[src/rtl/fp_issue_ctrl_pkg.sv]
// ---------------------------------------------------------------------------
// fp_issue_ctrl_pkg
//
// Shared types for the FP issue/writeback controller that sits on the
// requester side of fp_hub:
//   fp_operation_type    - decoded FP op, one bit per operation (one-hot)
//   fp_hub_in_type       - request bundle driven into the hub
//   fp_hub_out_type      - combinational hub response (result/flags/ready)
//   fp_issue_state_type  - controller state (IDLE / EXEC / RESP)
//   fp_issue_req_type    - instruction fields latched at accept
//   fp_issue_resp_type   - response fields returned to writeback
//   init_* constants     - all-zero reset values for the structs above
// ---------------------------------------------------------------------------
package fp_issue_ctrl_pkg;

    localparam int FFLAGS_W = 5;

    typedef struct packed {
        logic fmadd;
        logic fmsub;
        logic fnmadd;
        logic fnmsub;
        logic fadd;
        logic fsub;
        logic fmul;
        logic fdiv;
        logic fsqrt;
        logic fsgnj;
        logic fcmp;
        logic fmax;
        logic fclass;
        logic fmv_i2f;
        logic fmv_f2i;
        logic fcvt_i2f;
        logic fcvt_f2i;
        logic fcvt_f2f;
    } fp_operation_type;

    typedef struct packed {
        logic [63:0]      data1;
        logic [63:0]      data2;
        logic [63:0]      data3;
        fp_operation_type op;
        logic [1:0]       fmt;
        logic [2:0]       rm;
        logic             enable;
    } fp_hub_in_type;

    typedef struct packed {
        logic [63:0]         result;
        logic [FFLAGS_W-1:0] flags;
        logic                ready;
    } fp_hub_out_type;

    typedef enum logic [1:0] {
        FP_ISSUE_IDLE = 2'd0,
        FP_ISSUE_EXEC = 2'd1,
        FP_ISSUE_RESP = 2'd2
    } fp_issue_state_type;

    typedef struct packed {
        logic [63:0]      data1;
        logic [63:0]      data2;
        logic [63:0]      data3;
        fp_operation_type op;
        logic [1:0]       fmt;
        logic [2:0]       rm;
        logic [4:0]       rd;
        logic             wb_int;
    } fp_issue_req_type;

    typedef struct packed {
        logic [63:0]         result;
        logic [FFLAGS_W-1:0] flags;
        logic [4:0]          rd;
        logic                wb_int;
        logic                timeout;
    } fp_issue_resp_type;

    localparam fp_issue_req_type  init_fp_issue_req  = '0;
    localparam fp_issue_resp_type init_fp_issue_resp = '0;
    localparam fp_hub_in_type     init_fp_hub_in     = '0;

endpackage

[src/rtl/fp_issue_ctrl_fflags.sv]
// ---------------------------------------------------------------------------
// fp_issue_ctrl_fflags
//
// Architectural fflags accumulator. Each bit is sticky until a CSR clear.
// A clear and an accumulate in the same cycle leave the newly accumulated
// flags set, so an exception raised by the retiring op is never lost.
//
// Ports:
//   clk       core clock
//   rst_n     synchronous active-low reset
//   clr_i     CSR write clears the accumulator
//   acc_en_i  a response is being retired this cycle
//   flags_i   flags of the retiring response
//   fflags_o  accumulated flags
// ---------------------------------------------------------------------------
module fp_issue_ctrl_fflags
    import fp_issue_ctrl_pkg::*;
(
    input  logic                clk,
    input  logic                rst_n,
    input  logic                clr_i,
    input  logic                acc_en_i,
    input  logic [FFLAGS_W-1:0] flags_i,
    output logic [FFLAGS_W-1:0] fflags_o
);

    logic [FFLAGS_W-1:0] fflags_reg;
    logic [FFLAGS_W-1:0] fflags_next;

    generate
        for (genvar gi = 0; gi < FFLAGS_W; gi++) begin : g_bit
            assign fflags_next[gi] = (fflags_reg[gi] & ~clr_i) | (acc_en_i & flags_i[gi]);
        end
    endgenerate

    always_ff @(posedge clk) begin
        if (!rst_n) begin
            fflags_reg <= '0;
        end else begin
            fflags_reg <= fflags_next;
        end
    end

    assign fflags_o = fflags_reg;

endmodule

[src/rtl/fp_issue_ctrl.sv]
// ---------------------------------------------------------------------------
// fp_issue_ctrl
//
// Issue/writeback controller in front of fp_hub. Accepts one FP instruction
// at a time, holds its operands on the hub while the unit works, captures
// the hub's combinational result on the first ready cycle and presents it to
// writeback with a valid/ready handshake. A watchdog aborts an op that never
// completes; a flush kills the op in flight and pulses the hub clear for two
// cycles.
//
// Parameters:
//   TIMEOUT_CYC  EXEC cycles allowed before a forced abort
//   CNT_W        watchdog counter width (2**CNT_W > TIMEOUT_CYC)
//
// Ports:
//   clk, rst_n                 clock, synchronous active-low reset
//   req_valid_i / req_ready_o  instruction request handshake
//   req_data1_i..req_data3_i   source operands
//   req_op_i, req_fmt_i, req_rm_i, req_rd_i, req_wb_int_i  instruction fields
//   fp_hub_i                   request to the hub (enable only in EXEC)
//   fp_hub_o                   hub response (combinational)
//   hub_clear_o                hub sub-unit kill
//   resp_valid_o / resp_ready_i  writeback handshake
//   resp_result_o, resp_flags_o, resp_rd_o, resp_wb_int_o, resp_timeout_o
//   flush_i                    pipeline kill
//   fflags_clr_i, fflags_o     fflags accumulator clear / value
//   busy_o                     an instruction is in flight or pending writeback
// ---------------------------------------------------------------------------
module fp_issue_ctrl
    import fp_issue_ctrl_pkg::*;
#(
    parameter int TIMEOUT_CYC = 64,
    parameter int CNT_W       = 7
)
(
    input  logic                clk,
    input  logic                rst_n,

    input  logic                req_valid_i,
    output logic                req_ready_o,
    input  logic [63:0]         req_data1_i,
    input  logic [63:0]         req_data2_i,
    input  logic [63:0]         req_data3_i,
    input  fp_operation_type    req_op_i,
    input  logic [1:0]          req_fmt_i,
    input  logic [2:0]          req_rm_i,
    input  logic [4:0]          req_rd_i,
    input  logic                req_wb_int_i,

    output fp_hub_in_type       fp_hub_i,
    input  fp_hub_out_type      fp_hub_o,
    output logic                hub_clear_o,

    output logic                resp_valid_o,
    input  logic                resp_ready_i,
    output logic [63:0]         resp_result_o,
    output logic [FFLAGS_W-1:0] resp_flags_o,
    output logic [4:0]          resp_rd_o,
    output logic                resp_wb_int_o,
    output logic                resp_timeout_o,

    input  logic                flush_i,
    input  logic                fflags_clr_i,
    output logic [FFLAGS_W-1:0] fflags_o,
    output logic                busy_o
);

    localparam logic [1:0] ST_IDLE = FP_ISSUE_IDLE;
    localparam logic [1:0] ST_EXEC = FP_ISSUE_EXEC;
    localparam logic [1:0] ST_RESP = FP_ISSUE_RESP;

    localparam logic [CNT_W-1:0] CNT_LAST = CNT_W'(TIMEOUT_CYC - 1);

    logic [1:0]        state_reg,  state_next;
    fp_issue_req_type  req_reg,    req_next;
    fp_issue_resp_type resp_reg,   resp_next;
    logic [CNT_W-1:0]  cnt_reg,    cnt_next;
    logic              flush_q_reg;
    // Holds off req_ready_o until the first clock after reset is released,
    // so every output reads 0 while reset is applied.
    logic              ready_en_reg;

    logic              in_idle;
    logic              in_exec;
    logic              in_resp;
    logic              accept;
    logic              hub_done;
    logic              handshake;

    assign in_idle = (state_reg == ST_IDLE);
    assign in_exec = (state_reg == ST_EXEC);
    assign in_resp = (state_reg == ST_RESP);

    // The clear window covers the flush cycle and the one after it, long
    // enough for multi-cycle units to drop their internal state.
    assign hub_clear_o  = flush_i | flush_q_reg;

    assign req_ready_o  = in_idle & ready_en_reg;
    assign accept       = req_valid_i & req_ready_o & ~flush_i;

    // A ready that coincides with the clear belongs to the op being killed.
    assign hub_done     = in_exec & fp_hub_o.ready & ~hub_clear_o;

    assign resp_valid_o = in_resp;
    assign handshake    = in_resp & resp_ready_i & ~flush_i;

    assign busy_o       = ~in_idle;

    // Next-state / datapath.
    always_comb begin
        state_next = state_reg;
        req_next   = req_reg;
        resp_next  = resp_reg;
        cnt_next   = cnt_reg;

        case (state_reg)
            ST_IDLE: begin
                if (accept) begin
                    req_next.data1  = req_data1_i;
                    req_next.data2  = req_data2_i;
                    req_next.data3  = req_data3_i;
                    req_next.op     = req_op_i;
                    req_next.fmt    = req_fmt_i;
                    req_next.rm     = req_rm_i;
                    req_next.rd     = req_rd_i;
                    req_next.wb_int = req_wb_int_i;
                    cnt_next        = '0;
                    state_next      = ST_EXEC;
                end
            end

            ST_EXEC: begin
                if (hub_done) begin
                    resp_next.result  = fp_hub_o.result;
                    resp_next.flags   = fp_hub_o.flags;
                    resp_next.rd      = req_reg.rd;
                    resp_next.wb_int  = req_reg.wb_int;
                    resp_next.timeout = 1'b0;
                    state_next        = ST_RESP;
                end else begin
                    cnt_next = cnt_reg + 1'b1;
                    // Watchdog: the op has had its full budget of EXEC
                    // cycles; retire it with a zero result so the core
                    // cannot deadlock on a stuck unit.
                    if (cnt_reg == CNT_LAST) begin
                        resp_next.result  = '0;
                        resp_next.flags   = '0;
                        resp_next.rd      = req_reg.rd;
                        resp_next.wb_int  = req_reg.wb_int;
                        resp_next.timeout = 1'b1;
                        state_next        = ST_RESP;
                    end
                end
            end

            ST_RESP: begin
                // Returning to IDLE (rather than accepting directly) keeps
                // the hub from seeing a new enable in the retire cycle.
                if (resp_ready_i) begin
                    state_next = ST_IDLE;
                end
            end

            default: begin
                state_next = ST_IDLE;
            end
        endcase

        if (flush_i) begin
            state_next = ST_IDLE;
        end
    end

    // Hub request: only driven while executing, otherwise fully zeroed so
    // the hub never sees stale operands with enable low.
    always_comb begin
        fp_hub_i = init_fp_hub_in;
        if (in_exec) begin
            fp_hub_i.data1  = req_reg.data1;
            fp_hub_i.data2  = req_reg.data2;
            fp_hub_i.data3  = req_reg.data3;
            fp_hub_i.op     = req_reg.op;
            fp_hub_i.fmt    = req_reg.fmt;
            fp_hub_i.rm     = req_reg.rm;
            fp_hub_i.enable = 1'b1;
        end
    end

    always_ff @(posedge clk) begin
        if (!rst_n) begin
            state_reg    <= ST_IDLE;
            req_reg      <= init_fp_issue_req;
            resp_reg     <= init_fp_issue_resp;
            cnt_reg      <= '0;
            flush_q_reg  <= 1'b0;
            ready_en_reg <= 1'b0;
        end else begin
            state_reg    <= state_next;
            req_reg      <= req_next;
            resp_reg     <= resp_next;
            cnt_reg      <= cnt_next;
            flush_q_reg  <= flush_i;
            ready_en_reg <= 1'b1;
        end
    end

    assign resp_result_o  = resp_reg.result;
    assign resp_flags_o   = resp_reg.flags;
    assign resp_rd_o      = resp_reg.rd;
    assign resp_wb_int_o  = resp_reg.wb_int;
    assign resp_timeout_o = resp_reg.timeout;

    fp_issue_ctrl_fflags u_fflags (
        .clk      (clk),
        .rst_n    (rst_n),
        .clr_i    (fflags_clr_i),
        .acc_en_i (handshake),
        .flags_i  (resp_reg.flags),
        .fflags_o (fflags_o)
    );

endmodule

[config.mk]
export PLATFORM = sky130hd
export DESIGN_NAME = fp_issue_ctrl
export DESIGN_NICKNAME = d
export VERILOG_FILES = /design/src/rtl/fp_issue_ctrl_pkg.sv /design/src/rtl/fp_issue_ctrl_fflags.sv /design/src/rtl/fp_issue_ctrl.sv
export SDC_FILE = /design/constraint.sdc
export NUM_CORES = 1
export LEC_CHECK = 0
export ABC_AREA = 1
export CORE_AREA = 8 8 227 229
export CTS_CLUSTER_DIAMETER = 120
export DETAILED_ROUTE_END_ITERATION = 8
export DIE_AREA = 0 0 235 237
export PLACE_DENSITY = 0.63
export SYNTH_ARGS = -nofsm -noshare
export SYNTH_HDL_FRONTEND = slang
export SYNTH_SLANG_ARGS = --single-unit
[constraint.sdc]
create_clock -name clk -period 1.4 [get_ports clk]
set_input_delay 0.28 -clock clk [delete_from_list [all_inputs] [get_ports clk]]
set_output_delay 0.28 -clock clk [all_outputs]
set_load 0.01 [all_outputs]
==> results summary <==
The slowest stage cell on the critical path is dfxtp_2. The routed layout has 13528 vias. The vertical extent of the die came out at 237 um. The power per unit of standard cell area came out at 985 mW/mm2.

The die is 235 um wide. The post-layout minimum cycle time is 2.02 ns. The HPWL after detailed placement came out at 37600 um. The post-detailed-route wirelength per cell is 17.7 um. The combined global-route utilization of all metal layers is 16.6%. In this run, distinct cell masters in the synthesized netlist total 24.

The fraction of layout instances using a drive strength above 1 came out at 24.4%. The hold violation count in the final report came out at 0. Counting instances in the post-synthesis netlist gives the leading cell types as dfxtp_1, a21oi_1, inv_1, nor2_1, o21ai_0. The most used flip-flop cell after synthesis is dfxtp_1.

The total I/O pin count came out at 598. The number of antenna violations at the first check in global routing came to 3. The effective utilization at floorplan came out at 25.6%.

Setup total negative slack on the finished layout was measured at -212.87 ns. The number of max-cap violations is 0. Yosys attributes the largest share of cell area to dfxtp_1, a21oi_1, o21ai_0, inv_1, nor2_1. For the final database, setup skew stands at 0.0210 ns. The net count of the mapped netlist is 1952. The routed design has 52600 um of wire. The TritonCTS sink count came out at 313. The initialized floorplan defines 81 standard-cell rows.

The startpoint type of the worst setup path is a flip-flop. The relative slew slack came out at 80.6%. The largest incremental delay on the critical path is 0.33 ns. Across the VDD grid, the largest voltage drop is 0.699 mV. The flow ran to the end, but the final reports show violations. In the routed design, unresolved DRC markers number 0. The top fanout value on the critical path is 18. The number of buffers added to fix hold violations after cts is 0.

In this run the worst hold path is classified as in -> reg. The clock transition at the register clock pins on the worst setup and hold paths after CTS is 0.06 ns. The class of the most critical setup path is reg -> out. The number of nets in the layout is 2622. The H-tree generated during clock tree synthesis spans 2 levels.

Setup repair after global routing could not meet its margin everywhere. The highest clock frequency the design can meet came out at 496 MHz. The number of slew-limit violations in the final report is 0. After detailed routing, the number of vias per cell comes to 4.55. The number of setup violations in the final report came out at 605. The number of instances in the synthesized netlist is 1654. The number of routed nets with antenna violations came out at 0. The final weighted congestion in routability-driven placement is 0.833.

In this run the deepest clock path goes through 3 buffers. The worst setup path is captured at an output port. The number of global-route vias before repair came out at 13047.

The number of detailed-route iterations in the first pass came out at 5. The count of routing violations after the opening detailed-route iteration is 580. Global routing finished with a remaining overflow of 0. The global-route wire length before repair came out at 74800 um.

The setup slack after layout is -0.616 ns. The clock insertion delay at the later pin of the skew report is 0.54 ns. For the pin with the worst max-slew slack, the measured transition is 0.288 ns. The total number of yosys warnings came out at 0. The pin count of the biggest net entering global routing came out at 55. The required time of the critical path came out at 1.12 ns. The async set-reset flop share out of synthesis is 0%. The filler cells instantiated in the layout total 4765. The final reports fail on setup timing. The final clock period utilization by the worst path is 144%. In this run the mean area of a mapped cell was 7.44 um2. The most common cell in the synthesized netlist is dfxtp_1. The standard cell core area came out at 0.0481 mm2.

The area added between synthesis and finish came out at 74.9%. Summing the sequential cell areas from Yosys gives 50.9% of the chip area. The number of port buffers is 597. The post-synth design cell area is 0.0123 mm2. The post-synthesis register bit count came out at 313. The number of flip-flops under the largest register name came out at 221. The cell leakage power came out at 8.35 nW.

The tree is rooted in a clkbuf_16. TritonCTS built the clock tree. The critical path goes through inv_4, nand2_8, buf_12, buf_16, buf_4, nor2_1, buf_2.

In this run, synthesis inferred 0 flip-flops with an integrated enable. Cells fill 44.7% of the core in the end. The area of the die came out at 0.0557 mm2. The portion of synthesized cell area occupied by the leading cell type is 50.9%. The post-synthesis cell type with the largest combined area is dfxtp_1. The number of buffers created by CTS came out at 38.

The data arrival time of the worst path came out at 1.74 ns.
power breakdown:
group,leakage [nW],switching (mW),internal (mW),total (mW)
sequential,2.55,0.0946,9.26,9.35
clock,0.583,3.86,5.67,9.53
combinational,5.21,1.03,1.28,2.31
metal layers:
metal  vias up  track usage, %  part of all wire (%)
li1       6633               -                     -
met1      6305            18.9                    40
met2       489            28.7                    50
met3       101            5.22                   7.2
met4         0            7.09                   3.3
met5         -               0                     0
worst paths after layout:
path | depth (start not counted) | from | slack, ns | to
worst max-delay path | 7 | state_reg[1] | -0.62 | fp_hub_i[124]
worst min-delay path | 2 | rst_n | 0.13 | ready_en_reg
worst min register to register | 2 | req_reg[123] | 0.45 | req_reg[123]
worst max register to register | 12 | state_reg[1] | -0.49 | resp_result_o[61]
placed cells by master (no fill, tap or decap), types with 36 or more instances in the layout:
cell             Yosys  layout
clkdlybuf4s50_1      0     375
dfxtp_1            313     310
a21oi_1            303     290
inv_1              246     244
o21ai_0            218     217
buf_2               37     153
nor2_1             230     128
nand2_1            102     101
buf_4                7      91
nand3_1             92      85
buf_6               14      67
nor2_2               1      61
clkbuf_16            0      54
nor2_4               1      43
buf_12               0      36
timing repair:
item / CTS / global route
cloned: 2 / 14
setup endpoints to repair: 604 / 607
buffers inserted: 11 / 28
endpoints found under the hold margin: 0 / 0
pin swaps: 1 / 8
resized for setup: 628 / 531
logic make-up after synthesis:
family | after synthesis | synth area share (%)
AO/OA/AOI/OAI | 528 | 21.6
adder cells (fa/ha/maj) | 1 | 0.102
buffers and inverters | 380 | 13.0
flip-flops | 313 | 50.9
AND/OR/NAND/NOR | 432 | 14.4
per-stage QoR:
stage	instances	setup WS, ns	hold WS [ns]	cell area [um2]	total power, mW
6_report	2973	-0.616	0.127	21500	21.2
3_5_place_dp	2852	-0.596	0.442	19600	11.7
3_3_place_gp	2852	-0.552	0.437	19600	11.6
2_1_floorplan	1654	0.00251	0.308	12300	10.3
5_1_grt	2972	-0.690	0.112	21500	22.1
4_1_cts	2929	-0.694	0.114	20500	21.4
area by class of cell:
cell class	count	area (um2)	area share (%)
Multi-Input combinational cell	961	5030	23.4
Tap cell	622	778	3.62
Sequential cell	313	6270	29.1
Clock buffer	56	1110	5.17
Timing Repair Buffer	761	7300	33.9
Clock inverter	8	72.6	0.337
Inverter	249	950	4.41
Antenna cell	3	7.51	0.0349
worst max-delay path: cells and delay by family (launching register included):
| family | cells | cell delay (ns) |
|---|---|---|
| buf+inv | 5 | 0.69 |
| simple gates | 2 | 0.15 |
| flops | 1 | 0.33 |
(Power assumes the default switching activity.)
